<file path="config.mk">
export PLATFORM = sky130hd
export DESIGN_NAME = beam_debouncer
export DESIGN_NICKNAME = d
export VERILOG_FILES = /design/src/rtl/beam_pkg.sv /design/src/rtl/beam_event_fifo.sv /design/src/rtl/beam_debouncer.sv
export SDC_FILE = /design/constraint.sdc
export NUM_CORES = 1
export LEC_CHECK = 0
export ABC_AREA = 1
export BUFFER_PORTS_ARGS = -buffer_cell sky130_fd_sc_hd__buf_2
export CAP_MARGIN = 20
export CORE_MARGIN = 10
export CORE_UTILIZATION = 62
export CTS_CLUSTER_SIZE = 24
export DETAILED_ROUTE_END_ITERATION = 8
export PLACE_DENSITY = 0.8
export SLEW_MARGIN = 20
export SYNTH_ARGS = -nofsm -noshare
export SYNTH_HDL_FRONTEND = slang
export SYNTH_HIERARCHICAL = 1
export SYNTH_SLANG_ARGS = --single-unit
</file>
<file path="constraint.sdc">
create_clock -name clk -period 2.66 [get_ports clk]
set_input_delay 0.532 -clock clk [delete_from_list [all_inputs] [get_ports clk]]
set_output_delay 0.532 -clock clk [all_outputs]
set_load 0.01 [all_outputs]
</file>
<file path="src/rtl/beam_pkg.sv">
// Shared constants, the queued event record and a width helper for the
// laser-harp beam conditioning block.
package beam_pkg;

  localparam int NUM_BEAMS_DEFAULT       = 8;
  localparam int DEBOUNCE_CYCLES_DEFAULT = 50000;
  localparam int FIFO_DEPTH_DEFAULT      = 8;

  // Index width that stays at least one bit wide for a single channel.
  function automatic int index_width(input int n);
    return (n > 1) ? $clog2(n) : 1;
  endfunction

  localparam int BEAM_W_DEFAULT = index_width(NUM_BEAMS_DEFAULT);

  typedef struct packed {
    logic [BEAM_W_DEFAULT-1:0] beam;
    logic                      on;
  } beam_event_t;

endpackage

</file>
<file path="src/rtl/beam_event_fifo.sv">
// Synchronous show-ahead FIFO for beam events; the head entry is visible
// whenever the queue is non-empty and reads as zero when empty.
module beam_event_fifo
  import beam_pkg::*;
#(
  parameter int  DEPTH   = FIFO_DEPTH_DEFAULT,
  parameter type entry_t = beam_event_t
) (
  input  logic   clk,
  input  logic   reset,
  input  logic   push,
  input  entry_t push_data,
  output logic   full,
  input  logic   pop,
  output entry_t head,
  output logic   empty
);

  localparam int PTR_W = $clog2(DEPTH);

  entry_t           mem [DEPTH];
  logic [PTR_W-1:0] wr_ptr;
  logic [PTR_W-1:0] rd_ptr;
  logic [PTR_W:0]   count;
  logic             do_push;
  logic             do_pop;

  assign full    = (count == (PTR_W+1)'(DEPTH));
  assign empty   = (count == '0);
  assign do_push = push && !full;
  assign do_pop  = pop && !empty;
  assign head    = empty ? '0 : mem[rd_ptr];

  // NOTE: the storage array is deliberately not reset; only pointers and count
  // carry state, and the head is forced to zero while the queue is empty.
  always_ff @(posedge clk) begin
    if (do_push) mem[wr_ptr] <= push_data;
  end

  // Power-of-two depth lets the pointers wrap by natural overflow.
  always_ff @(posedge clk) begin
    if (reset) begin
      wr_ptr <= '0;
      rd_ptr <= '0;
      count  <= '0;
    end else begin
      if (do_push) wr_ptr <= wr_ptr + PTR_W'(1);
      if (do_pop)  rd_ptr <= rd_ptr + PTR_W'(1);
      case ({do_push, do_pop})
        2'b10:   count <= count + (PTR_W+1)'(1);
        2'b01:   count <= count - (PTR_W+1)'(1);
        default: count <= count;
      endcase
    end
  end

endmodule

</file>
<file path="src/rtl/beam_debouncer.sv">
// Synchronizes and debounces the raw photodiode comparator levels and queues
// one break/restore event per accepted level change toward the note trigger.
module beam_debouncer
  import beam_pkg::*;
#(
  parameter int   NUM_BEAMS       = NUM_BEAMS_DEFAULT,
  parameter int   DEBOUNCE_CYCLES = DEBOUNCE_CYCLES_DEFAULT,
  parameter int   FIFO_DEPTH      = FIFO_DEPTH_DEFAULT,
  parameter logic BROKEN_LEVEL    = 1'b0,
  localparam int  BEAM_W          = index_width(NUM_BEAMS)
) (
  input  logic                 clk,
  input  logic                 reset,
  input  logic [NUM_BEAMS-1:0] beam_raw,
  output logic [NUM_BEAMS-1:0] beam_clean,
  output logic                 event_valid,
  input  logic                 event_ready,
  output logic [BEAM_W-1:0]    event_beam,
  output logic                 event_on,
  output logic                 event_overflow,
  input  logic                 overflow_clr
);

  localparam int CNT_W = $clog2(DEBOUNCE_CYCLES);

  typedef struct packed {
    logic [BEAM_W-1:0] beam;
    logic              on;
  } event_t;

  logic [NUM_BEAMS-1:0] norm;
  logic [NUM_BEAMS-1:0] sync_meta;
  logic [NUM_BEAMS-1:0] sync_lvl;
  logic [NUM_BEAMS-1:0] differ;
  logic [NUM_BEAMS-1:0] toggle;
  logic [NUM_BEAMS-1:0] pending;
  logic [NUM_BEAMS-1:0] pend_on;
  logic [NUM_BEAMS-1:0] grant;
  logic [CNT_W-1:0]     cnt [NUM_BEAMS];
  logic [BEAM_W-1:0]    grant_idx;
  logic                 push;
  logic                 fifo_full;
  logic                 fifo_empty;
  logic                 overflow_set;
  event_t               push_data;
  event_t               head;

  // After normalization a 1 always means the beam is broken.
  assign norm = beam_raw ^ {NUM_BEAMS{~BROKEN_LEVEL}};

  // NOTE: registers use non-blocking '<=' so every flop samples pre-edge
  // values regardless of statement order.
  always_ff @(posedge clk) begin
    if (reset) begin
      sync_meta <= '0;
      sync_lvl  <= '0;
    end else begin
      sync_meta <= norm;
      sync_lvl  <= sync_meta;
    end
  end

  assign differ = sync_lvl ^ beam_clean;

  always_comb begin
    toggle = '0;
    for (int i = 0; i < NUM_BEAMS; i++) begin
      toggle[i] = differ[i] && (cnt[i] == CNT_W'(DEBOUNCE_CYCLES - 1));
    end
  end

  always_ff @(posedge clk) begin
    if (reset) begin
      beam_clean <= '0;
      for (int i = 0; i < NUM_BEAMS; i++) cnt[i] <= '0;
    end else begin
      beam_clean <= beam_clean ^ toggle;
      for (int i = 0; i < NUM_BEAMS; i++) begin
        cnt[i] <= (differ[i] && !toggle[i]) ? cnt[i] + CNT_W'(1) : '0;
      end
    end
  end

  // Fixed-priority arbiter: scanning downward leaves the lowest pending index.
  always_comb begin
    // NOTE: combinational logic uses blocking '=' with every output given a
    // default first, so no latch is inferred on any path.
    grant     = '0;
    grant_idx = '0;
    for (int i = NUM_BEAMS - 1; i >= 0; i--) begin
      if (pending[i]) grant_idx = BEAM_W'(i);
    end
    push             = (|pending) && !fifo_full;
    grant[grant_idx] = push;
    push_data.beam   = grant_idx;
    push_data.on     = pend_on[grant_idx];
  end

  // A channel granted this cycle frees its slot, so its own toggle loses nothing.
  assign overflow_set = |(toggle & pending & ~grant);

  always_ff @(posedge clk) begin
    if (reset) begin
      pending        <= '0;
      pend_on        <= '0;
      event_overflow <= 1'b0;
    end else begin
      pending <= (pending & ~grant) | toggle;
      pend_on <= (pend_on & ~toggle) | (~beam_clean & toggle);
      if (overflow_set)      event_overflow <= 1'b1;
      else if (overflow_clr) event_overflow <= 1'b0;
    end
  end

  beam_event_fifo #(
    .DEPTH   (FIFO_DEPTH),
    .entry_t (event_t)
  ) u_fifo (
    .clk       (clk),
    .reset     (reset),
    .push      (push),
    .push_data (push_data),
    .full      (fifo_full),
    .pop       (event_valid && event_ready),
    .head      (head),
    .empty     (fifo_empty)
  );

  assign event_valid = !fifo_empty;
  assign event_beam  = head.beam;
  assign event_on    = head.on;

endmodule

</file>
==> results.md <==
Outcome:
- The flow ran to the end, and the final reports show no timing, DRC or antenna violations.

Worst setup path:
- The maximum single-stage delay on the critical path is about 500 ps.
- The nature of the critical path startpoint is a flip-flop.
- The data arrival time of the critical path is between 1500 and 2000 ps.
- The signal on the critical path passes through buf_4 -> inv_4 -> o21ai_0 -> o22ai_1 -> nor2_1 -> nor2_1 -> buf_2.
- The slowest stage of the critical path belongs to the cell dfxtp_1.
- The worst setup path is captured at an output port.
- In this run the worst path has a maximum fanout of 16.
- The total buffers and inverters traversed by the critical path is 3.
- Counting stages on the worst path, the most repeated cell is nor2_1.
- The top cell family by delay on the critical path is flip-flops.
- The critical path class is flip-flop to output port.
- Data on the critical path is required at its endpoint by between 2000 and 2500 ps.

Clock network:
- The maximum level of the CTS H-tree is 1.
- The largest buffer count on any clock path is 3.
- After clock tree synthesis, the clock-pin slew on the worst setup and hold paths is 60 ps.
- The number of setup buffers added after CTS is 0.
- The count of hold-fix buffers inserted at cts is 0.
- The number of buffers inserted during clock tree synthesis is 22.
- After clock tree synthesis, the repair step resized 0 gates.
- For this design, the sink count on the clock tree is 214.
- The clock latency reported for the late side of the worst-skew pair is between 500 and 600 ps.
- The clock tree from TritonCTS is built.
- In this run the clock root is driven by a clkbuf_16.

Yosys:
- The synthesized area per cell is 7.874 um2.
- The count of state elements after synthesis is ~210.
- The number of distinct standard cells referenced by the synthesized netlist is 46.
- The library cell with the largest summed area after synthesis is dfxtp_1.
- By area the synthesized netlist is led by dfxtp_1 (38%), edfxtp_1 (9.9%), nand2_1 (7.4%), nor2_1 (7.3%), inv_1 (6.2%).
- Yosys mapped a number of flops with a built-in enable equal to 32.
- The most used flip-flop cell after synthesis is dfxtp_1.
- The synthesized area is ~0.0097 mm2.
- The post-synthesis sequential area ratio is 47.58%.
- During synthesis, Yosys emitted a total of 6 warnings.
- After synthesis, the largest area contributor takes up a little under two fifths of total cell area.
- In the synthesized netlist the async set-or-reset flop fraction comes to 0%.
- The net count of the mapped netlist is ~1300.
- The number of instances in the synthesized netlist is about 1200.

Detailed routing:
- The number of design rule violations left after detail routing is 0.
- The first-pass detailed-route iteration total is 5.
- In this run the remaining antenna-violating nets after routing total 0.
- Dividing the detail-routed wire length by the instance count gives 12.12 um.
- The number of DRC markers in iteration 0 is roughly 360.
- The via-per-instance ratio is just over 5.
- The wire length after detailed routing is about 18 mm.
- The overall via count from detail_route is a little under 8000.

Power and ir drop:
- VDD sags by at most approximately 450 uV.
- The analysis attributes to cell leakage a power of 3.899 nW.
- The power density of the placed cells is between 500 and 600 mW/mm2.
- The total power of the final layout is about 6.4 mW.

GRT:
- For this run, the total global-route usage over all layers was measured as between 10% and 20%.
- The via count of the first global-routing pass is approximately 7300.
- The first global-routing pass estimated ~31 mm of wire.
- Entering global routing, the biggest net connects 17 pins.
- The overflow left after global routing is 0.
- The initial antenna violation count is 0.

STA:
- The worst clock skew is between 15 and 20 ps.
- The number of pins with negative max-slew slack in the final report is 0.
- After layout, the minimum clock period comes to roughly 2500 ps.
- Summed over all failing endpoints, the final setup total negative slack is 0 ps.
- Setup repair after global routing left no endpoint under its margin.
- The part of the cycle the worst path needs is 93.51%.
- At the pin with the least slew margin, the transition time is 648.7 ps.
- In this run the tightest slew margin relative to its limit is a little under three fifths.
- The number of hold violations in the final report came to 0.
- Setup violations remaining at the end of the flow were counted as 0.
- The highest clock rate is between 400 and 500 MHz.

Floorplanning:
- The height of the die is around 140 um.
- Pin placement for this block handled 26 I/O pins.
- The width of the die is approximately 140 um.
- The initial utilization of the core area, before any placement, comes to a little under two thirds.
- The die covers roughly 0.021 mm2.
- In this run the core area contains 45 standard-cell rows.
- The placeable core region is ~0.015 mm2.

Finish:
- The synthesis-to-finish area growth is 10.72%.
- The multi-input combinational cells in the finished layout cover a total of 0.004304 mm2.
- Fill cells in the final layout number between 1000 and 1500.
- The number of diodes added for antenna fixing is 0.
- The area occupied by registers is ~0.0046 mm2.
- The utilization after layout is between 70 and 80%.
- In the final design database the tool counted between 1000 and 1500 nets.
- The share of final-layout standard cells stronger than drive strength 1 is between 10% and 20%.

Place:
- The half-perimeter wire length after detailed placement is 12.73 mm.
- The congestion estimate from routability-driven global placement came to 0.8820.
- The quantity of I/O buffers inserted on ports is 25.

Worst hold path:
- The class of the most critical hold timing path is input pin to flip-flop.

Run:
- The number of max-cap violations is 0.
==> sequential cells by signal, summed over array words and instances (netlist names), named ones only <==
signal          cells
u_fifo/wr_ptr       3
pending             8
u_fifo/rd_ptr       3
event_overflow      1
sync_lvl            8
u_fifo/mem         32
sync_meta           8
cnt               128
u_fifo/count        4
==> power by group <==
part	switching, mW	internal (mW)	total [mW]	leakage (nW)
Sequential	0.00810	3.29	3.29	1.76
Clock	1.23	1.79	3.02	0.347
Combinational	0.0493	0.0228	0.0720	1.79
==> metrics by stage <==
step | hold WS, ps | area, um2 | setup WS (ps) | cells
6_report | 170.8 | 10710 | 172.7 | 1490
5_1_grt | 166.6 | 10710 | 16.77 | 1490
4_1_cts | 156.4 | 10710 | 152.4 | 1490
3_5_place_dp | 398.0 | 9998 | 370.5 | 1450
3_3_place_gp | 390.2 | 9998 | 436.3 | 1450
2_1_floorplan | 388.3 | 9677 | 585.3 | 1229
==> cell families (layout without fill, tap and decap cells) <==
family	count (synthesis)	after routing	share of synthesized area, %
compound gates	162	162	8.922
simple gates	613	613	31.07
flops	214	214	47.58
fa+ha+maj	13	13	1.681
buf+inv	196	246	7.939
xor+xnor	31	31	2.806
==> layer usage <==
metal	part of all wire [%]	routed length [um]	GRT usage (%)	vias up
met2	48	8630	29.04	112
met5	0	0	0	-
met1	46	8270	20.37	3478
met3	3.7	677	2.949	44
met4	2.6	478	6.027	0
li1	-	-	-	4054
==> cells in the mapped netlist (3+ instances only) <==
cell type and n:
o21a_1 7, buf_4 3, or2_0 7, o211ai_1 4
nor3b_2 5, or2_2 13, nand3_1 51, nor2_2 16
nor4_1 5, nor2_1 187, nand4_1 24, nor3_2 19
nor3_4 4, nor3b_1 13, edfxtp_1 32, nor3_1 50
o21bai_1 3, a31oi_1 3, nand2_2 6, clkbuf_1 7
xnor2_1 13, nand2_1 191, o22ai_1 4, and3_1 4
buf_2 9, dfxtp_1 182, a21oi_1 91, nand3_2 10
xor2_1 18, inv_2 14, inv_1 160, ha_1 13
o21ai_0 45
==> placed cells by master, fill, tap and decap left out, types with 5 or more instances in the layout <==
cell,synthesis,layout
a21oi_1,91,91
buf_2,9,25
buf_4,3,5
clkbuf_1,7,6
clkbuf_16,0,22
dfxtp_1,182,182
edfxtp_1,32,32
ha_1,13,13
inv_1,160,160
inv_2,14,14
nand2_1,191,191
nand2_2,6,6
nand3_1,51,51
nand3_2,10,10
nand4_1,24,24
nor2_1,187,187
nor2_2,16,16
nor3_1,50,50
nor3_2,19,19
nor3b_1,13,13
nor3b_2,5,5
nor4_1,5,5
o21a_1,7,7
o21ai_0,45,45
or2_0,7,7
or2_2,13,13
xnor2_1,13,13
xor2_1,18,18
==> final cells by class <==
| cell class | instances | share of cell area (%) |
|---|---|---|
| Tap cell | 211 | 2.464 |
| Clock buffer | 30 | 5.606 |
| Clock inverter | 10 | 1.074 |
| Inverter | 176 | 6.189 |
| Sequential cell | 214 | 42.98 |
| Multi-Input combinational cell | 819 | 40.17 |
| Timing Repair Buffer | 30 | 1.518 |
==> final timing paths <==
path	from	to	slack (ps)	cells after the start
min	beam_raw[3]	sync_meta[3]	170	2
min reg2reg	sync_meta[1]	sync_lvl[1]	400	2
max	flip-flop	event_beam[2]	170	7
max reg2reg	u_fifo/count[0]	u_fifo/count[2]	340	16
Power figures use the tool's default switching activity.
